`src/rtl/mc6502_vector_responder.sv`:
```
// Read-port responder for the 6502 interrupt logic: serves the six vector bytes at $FFFA-$FFFF
// from programmable registers and forwards every other read to external memory with a timeout guard.
module mc6502_vector_responder #(
    parameter logic [15:0] NMI_VEC  = 16'hE000,
    parameter logic [15:0] RST_VEC  = 16'hE000,
    parameter logic [15:0] IRQ_VEC  = 16'hE000,
    parameter int          TIMEOUT  = 16,
    parameter logic [7:0]  TMO_DATA = 8'hFF
) (
    input  logic        clk,
    input  logic        rst_x,
    input  logic [15:0] il2mc_addr,
    input  logic        il2mc_read,
    output logic [7:0]  mc2il_data,
    output logic        mc2il_valid,
    output logic        mc2il_busy,
    input  logic        cfg_we,
    input  logic [2:0]  cfg_sel,
    input  logic [7:0]  cfg_data,
    output logic [15:0] ext_addr,
    output logic        ext_req,
    input  logic        ext_ack,
    input  logic [7:0]  ext_data,
    output logic        err_timeout,
    input  logic        err_clr
);

    localparam int CNT_W = (TIMEOUT > 1) ? $clog2(TIMEOUT) : 1;
    localparam logic [CNT_W-1:0] CNT_LAST = CNT_W'(TIMEOUT - 1);

    typedef enum logic [1:0] {
        S_IDLE,
        S_EXT,
        S_RESP
    } state_t;

    // Byte i of the packed vector file is address $FFFA+i (low byte of each vector first).
    function automatic logic [5:0][7:0] vec_reset_value();
        return {IRQ_VEC, RST_VEC, NMI_VEC};
    endfunction

    function automatic logic is_vector(input logic [15:0] addr);
        return addr >= 16'hFFFA;
    endfunction

    function automatic logic [2:0] vec_index(input logic [15:0] addr);
        return addr[2:0] - 3'd2;
    endfunction

    state_t           state_q, state_d;
    logic [5:0][7:0]  vec_q, vec_d;
    logic [7:0]       data_q, data_d;
    logic             valid_q, valid_d;
    logic             busy_q, busy_d;
    logic [15:0]      ext_addr_q, ext_addr_d;
    logic             ext_req_q, ext_req_d;
    logic [CNT_W-1:0] cnt_q, cnt_d;
    logic             err_q, err_d;
    logic             tmo_hit;

    always_comb begin
        state_d    = state_q;
        vec_d      = vec_q;
        data_d     = data_q;
        valid_d    = 1'b0;
        ext_addr_d = ext_addr_q;
        ext_req_d  = ext_req_q;
        cnt_d      = cnt_q;
        tmo_hit    = 1'b0;

        if (cfg_we && (cfg_sel <= 3'd5)) begin
            vec_d[cfg_sel] = cfg_data;
        end

        case (state_q)
            S_IDLE: begin
                if (il2mc_read) begin
                    if (is_vector(il2mc_addr)) begin
                        // vec_q is the pre-write value, so a same-edge config write is not visible yet.
                        data_d  = vec_q[vec_index(il2mc_addr)];
                        valid_d = 1'b1;
                        state_d = S_RESP;
                    end else begin
                        ext_addr_d = il2mc_addr;
                        ext_req_d  = 1'b1;
                        cnt_d      = '0;
                        state_d    = S_EXT;
                    end
                end
            end
            S_EXT: begin
                if (ext_ack) begin
                    data_d    = ext_data;
                    ext_req_d = 1'b0;
                    valid_d   = 1'b1;
                    state_d   = S_RESP;
                end else if (cnt_q == CNT_LAST) begin
                    data_d    = TMO_DATA;
                    ext_req_d = 1'b0;
                    valid_d   = 1'b1;
                    tmo_hit   = 1'b1;
                    state_d   = S_RESP;
                end else begin
                    cnt_d = cnt_q + 1'b1;
                end
            end
            S_RESP: begin
                state_d = S_IDLE;
            end
            default: begin
                state_d   = S_IDLE;
                ext_req_d = 1'b0;
            end
        endcase

        err_d = err_q;
        if (err_clr) begin
            err_d = 1'b0;
        end
        if (tmo_hit) begin
            err_d = 1'b1;
        end

        busy_d = (state_d != S_IDLE);
    end

    always_ff @(posedge clk) begin
        if (!rst_x) begin
            state_q    <= S_IDLE;
            vec_q      <= vec_reset_value();
            data_q     <= 8'h00;
            valid_q    <= 1'b0;
            busy_q     <= 1'b0;
            ext_addr_q <= 16'h0000;
            ext_req_q  <= 1'b0;
            cnt_q      <= '0;
            err_q      <= 1'b0;
        end else begin
            state_q    <= state_d;
            vec_q      <= vec_d;
            data_q     <= data_d;
            valid_q    <= valid_d;
            busy_q     <= busy_d;
            ext_addr_q <= ext_addr_d;
            ext_req_q  <= ext_req_d;
            cnt_q      <= cnt_d;
            err_q      <= err_d;
        end
    end

    assign mc2il_data  = data_q;
    assign mc2il_valid = valid_q;
    assign mc2il_busy  = busy_q;
    assign ext_addr    = ext_addr_q;
    assign ext_req     = ext_req_q;
    assign err_timeout = err_q;

endmodule

```
`config.mk`:
```
export PLATFORM = sky130hd
export DESIGN_NAME = mc6502_vector_responder
export DESIGN_NICKNAME = d
export VERILOG_FILES = /design/src/rtl/mc6502_vector_responder.sv
export SDC_FILE = /design/constraint.sdc
export NUM_CORES = 1
export LEC_CHECK = 0
export ABC_AREA = 0
export BUFFER_PORTS_ARGS = -buffer_cell sky130_fd_sc_hd__buf_2
export CORE_MARGIN = 2
export CORE_UTILIZATION = 35
export CTS_CLUSTER_SIZE = 10
export DETAILED_ROUTE_END_ITERATION = 8
export PLACE_DENSITY = 0.53
export SYNTH_ARGS = -nofsm -noshare
export SYNTH_HDL_FRONTEND = slang
export SYNTH_SLANG_ARGS = --single-unit
```
`constraint.sdc`:
```
create_clock -name clk -period 1.8 [get_ports clk]
set_input_delay 0.09 -clock clk [delete_from_list [all_inputs] [get_ports clk]]
set_output_delay 0.09 -clock clk [all_outputs]
set_load 0.1 [all_outputs]
```
==> impl_table.tex <==
\begin{tabular}{lr}
\hline
Metric & Value \\
\hline
\multicolumn{2}{l}{\textbf{GRT}} \\
Met1 global-route usage & 0.239 \\
GR met2 Demand/Resource & 0.258 \\
Wire length of the first global-routing pass & 14900 um \\
Layer with the highest usage after global routing & met2 \\
GRT met3 Usage & 0.0313 \\
Initial antenna violation count & 0 \\
Number of global-route vias before repair & 2913 \\
GRT Overall Usage & 0.169 \\
Largest net degree at the start of global routing & 60 \\
GR Overflow Total & 0 \\
\multicolumn{2}{l}{\textbf{Detailed routing}} \\
Vias per inst & 5.00 \\
Routed wirelength normalized by instance count & 14.4 um \\
First-pass iteration count of the detailed router & 4 \\
Count of vias placed by the detailed router & 3092 \\
First DRT Iteration DRCs & 188 \\
Post-detailed-route DRC marker count & 0 \\
Number of nets still failing antenna checks after routing & 0 \\
Final wirelength & 8880 um \\
\multicolumn{2}{l}{\textbf{Synth}} \\
Flip-flop and latch count after synthesis & 82 \\
Most used standard cells in the synthesized netlist & 109 x nand2\_1, 82 x dfxtp\_1, 57 x a21oi\_1 \\
Most instantiated flip-flop cell in the synthesis netlist & dfxtp\_1 \\
Number of synthesized flops with an enable pin & 0 \\
Syn Nets & 457 \\
Post-synthesis async set-or-reset flop share & 0 \\
Sequential share of the synthesized area & 0.467 \\
Yosys warns & 0 \\
Post-synth top area cell & dfxtp\_1 \\
Synth cell types & 43 \\
Area share of the leading cell type in the synthesized netlist & 0.467 \\
Most numerous cell in the Yosys netlist & nand2\_1 \\
Largest cells by area after synthesis & dfxtp\_1 47\%, nand2\_1 12\%, a21oi\_1 8.1\%, mux4\_2 4.5\%, nand3\_1 4.3\% \\
Cells after Synth & 415 \\
Mean instance size in the synthesized netlist & approximately 8.5 um2 \\
Post-synthesis cell area & 3510 um2 \\
\multicolumn{2}{l}{\textbf{STA}} \\
RSZ-0062 raised after global routing & no \\
Setup violation total in the final timing report & 0 \\
Max Freq & around 620 MHz \\
Final-report hold violation count & 0 \\
Tightest Pin Transition & approximately 0.65 ns \\
Final worst clock skew & 0.0122 ns \\
Worst max-slew margin expressed relative to the limit & 0.569 \\
Fin. max-slew vios & 0 \\
Final TNS setup & 0 ns \\
Final critical-path share of the clock period & 0.894 \\
Final worst path period need & approximately 1.6 ns \\
\multicolumn{2}{l}{\textbf{Worst setup path}} \\
Setup Crit Path Kind & reg2reg \\
Worst stage delay on the critical path & 0.34 ns \\
Crit path DAT & 1.88 ns \\
Critical-path maximum fanout & 9 \\
Critical path launch point type & flop \\
Critical Path, Cell by Cell & ha\_1, and3\_1, o21a\_1, a21oi\_2, buf\_4, mux2i\_1 \\
Data required, critical path & 2.07 ns \\
Crit-path slowest cell & dfxtp\_1 \\
Reg-to-reg slack, setup & 0.19 ns \\
Category of the worst setup path capture point & flop \\
\multicolumn{2}{l}{\textbf{Placed design}} \\
Total placed cells including tap cells & 603 \\
Post-detail-place hpwl & 6440 um \\
Post-DP Area & 4000 um2 \\
IO buf count & about 70 \\
Weighted congestion at the end of routability-driven global placement & 0.774 \\
\multicolumn{2}{l}{\textbf{Floorplan}} \\
Total core area & 9770 um2 \\
Die Footprint & 10900 um2 \\
DIE WIDTH & about 100 um \\
Num rows & 36 \\
Starting density of the core & 0.359 \\
Boundary pin count & 69 \\
Chip Height & 104 um \\
\multicolumn{2}{l}{\textbf{Clock network}} \\
Post-CTS setup-driven buffer insertion count & 0 \\
Clock network latency to the later pin of the worst-skew pair & approximately 0.35 ns \\
Deepest clock path buffer count & 2 \\
Clock tree sinks & 82 \\
Library cell used as clock root buffer & clkbuf\_8 \\
TritonCTS clock tree & built \\
CTS clk-pin slew, worst paths & 0.08 ns \\
H-tree level count & 3 \\
Number of buffers added by the clock tree synthesis step & 9 \\
\multicolumn{2}{l}{\textbf{Cells and area}} \\
Fraction of the core area covered by cells at the end of the flow & 0.428 \\
Fraction of final layout cells sized beyond drive strength 1 & 0.235 \\
Finished Layout Cells & 618 \\
Area grow syn2layout & 19.0\% \\
Post-route standard cell area excluding fillers & 4180 um2 \\
Total Nets Final & between 500 and 600 \\
Total of fill cells in the finished design & 995 \\
Final antenna diode count & 0 \\
\multicolumn{2}{l}{\textbf{Power and ir drop}} \\
P\_leak & 1.68 nW \\
Max IR drop VDD & 0.319 mV \\
Power density relative to cell area & 907 nW/um2 \\
\multicolumn{2}{l}{\textbf{Outcome}} \\
Status & complete, no violations \\
\multicolumn{2}{l}{\textbf{Flow run}} \\
Number of violations of the max-capacitance limit & 0 \\
\multicolumn{2}{l}{\textbf{Hold path}} \\
Hold Path Class & in2reg \\
\hline
\end{tabular}
==> report_power, final <==
group          switching (mW)  leakage [nW]  internal (mW)  total, mW
Sequential             0.0301         0.667           1.88       1.91
Clock                   0.618        0.0918          0.620       1.24
Combinational           0.472         0.921          0.173      0.645
==> critical path, delay by kind of cell, from the launching register on <==
kind	cells	cell delay, ns
buffers and inverters	1	0.20
adder cells (fa/ha/maj)	1	0.20
multiplexers	1	0.19
AO/OA/AOI/OAI	2	0.37
flip-flops	1	0.34
AND/OR/NAND/NOR	1	0.23
==> area by class of cell <==
cell class	instances	area (um2)	area share
multi-input cells	306	1750	0.419
flip-flops and latches	82	1640	0.393
repair buffers	81	440	0.105
well taps	133	166	0.0398
clock buffers	10	128	0.0305
clock inverters	4	45.0	0.0108
inverters	2	7.51	0.00180
==> flip-flops by register name (all words and copies together) (netlist names) <==
signal       flops
mc2il_busy       1
err_timeout      1
cnt_q            4
state_q          2
ext_req          1
ext_addr        16
mc2il_data       8
vec_q           48
mc2il_valid      1
==> path summary, 6_finish.rpt <==
check	start	to	cells past startpoint
worst max-delay path	cnt_q[0]	mc2il_data[4]	6
worst min-delay path	il2mc_addr[5]	ext_addr[5]	3
worst max register to register	cnt_q[0]	mc2il_data[4]	6
worst min register to register	vec_q[22]	vec_q[22]	2
==> logic make-up (layout without fill, tap and decap cells) <==
kind of cell	after synthesis	count (layout)	share of synthesized area
xor+xnor	3	3	0.00748
compound gates	100	100	0.167
fa+ha+maj	1	1	0.00356
mux	23	23	0.0930
buf+inv	27	97	0.0342
flops	82	82	0.467
simple gates	179	179	0.227
==> what timing repair did <==
item | 4_1_cts | 5_1_grt
hold endpoints to repair | 1 | 0
resized for setup | 0 | 0
hold buffers | 1 | 0
==> layout by cell type, fill, tap and decap left out, drive strengths merged, types with 3 or more instances in the layout <==
cell type  count
dfxtp         82
mux2           7
o211ai         7
nor3           4
nor2b          6
nand3         30
buf           80
a221o          7
a21oi         58
nand4          3
mux2i          9
clkbuf        10
clkinv         3
nand2b         4
o21a           3
nor2          14
nand2        109
o21ai         18
mux4           7
xnor2          3
==> metrics by stage <==
| step | hold WS (ns) | worst slack, ns | power [mW] |
|---|---|---|---|
| 2_1_floorplan | 0.214 | 0.187 | 2.42 |
| 3_3_place_gp | 0.359 | 0.251 | 2.59 |
| 3_5_place_dp | 0.360 | 0.211 | 2.59 |
| 4_1_cts | 0.000844 | 0.193 | 3.82 |
| 5_1_grt | 0.0143 | 0.0834 | 3.97 |
| 6_report | 0.0100 | 0.190 | 3.79 |
==> per-layer routing <==
metal	wire [um]	share of wire
met1	4400	0.50
met2	3940	0.44
met3	416	0.047
met4	127	0.014
met5	0	0
Power figures use the tool's default switching activity.
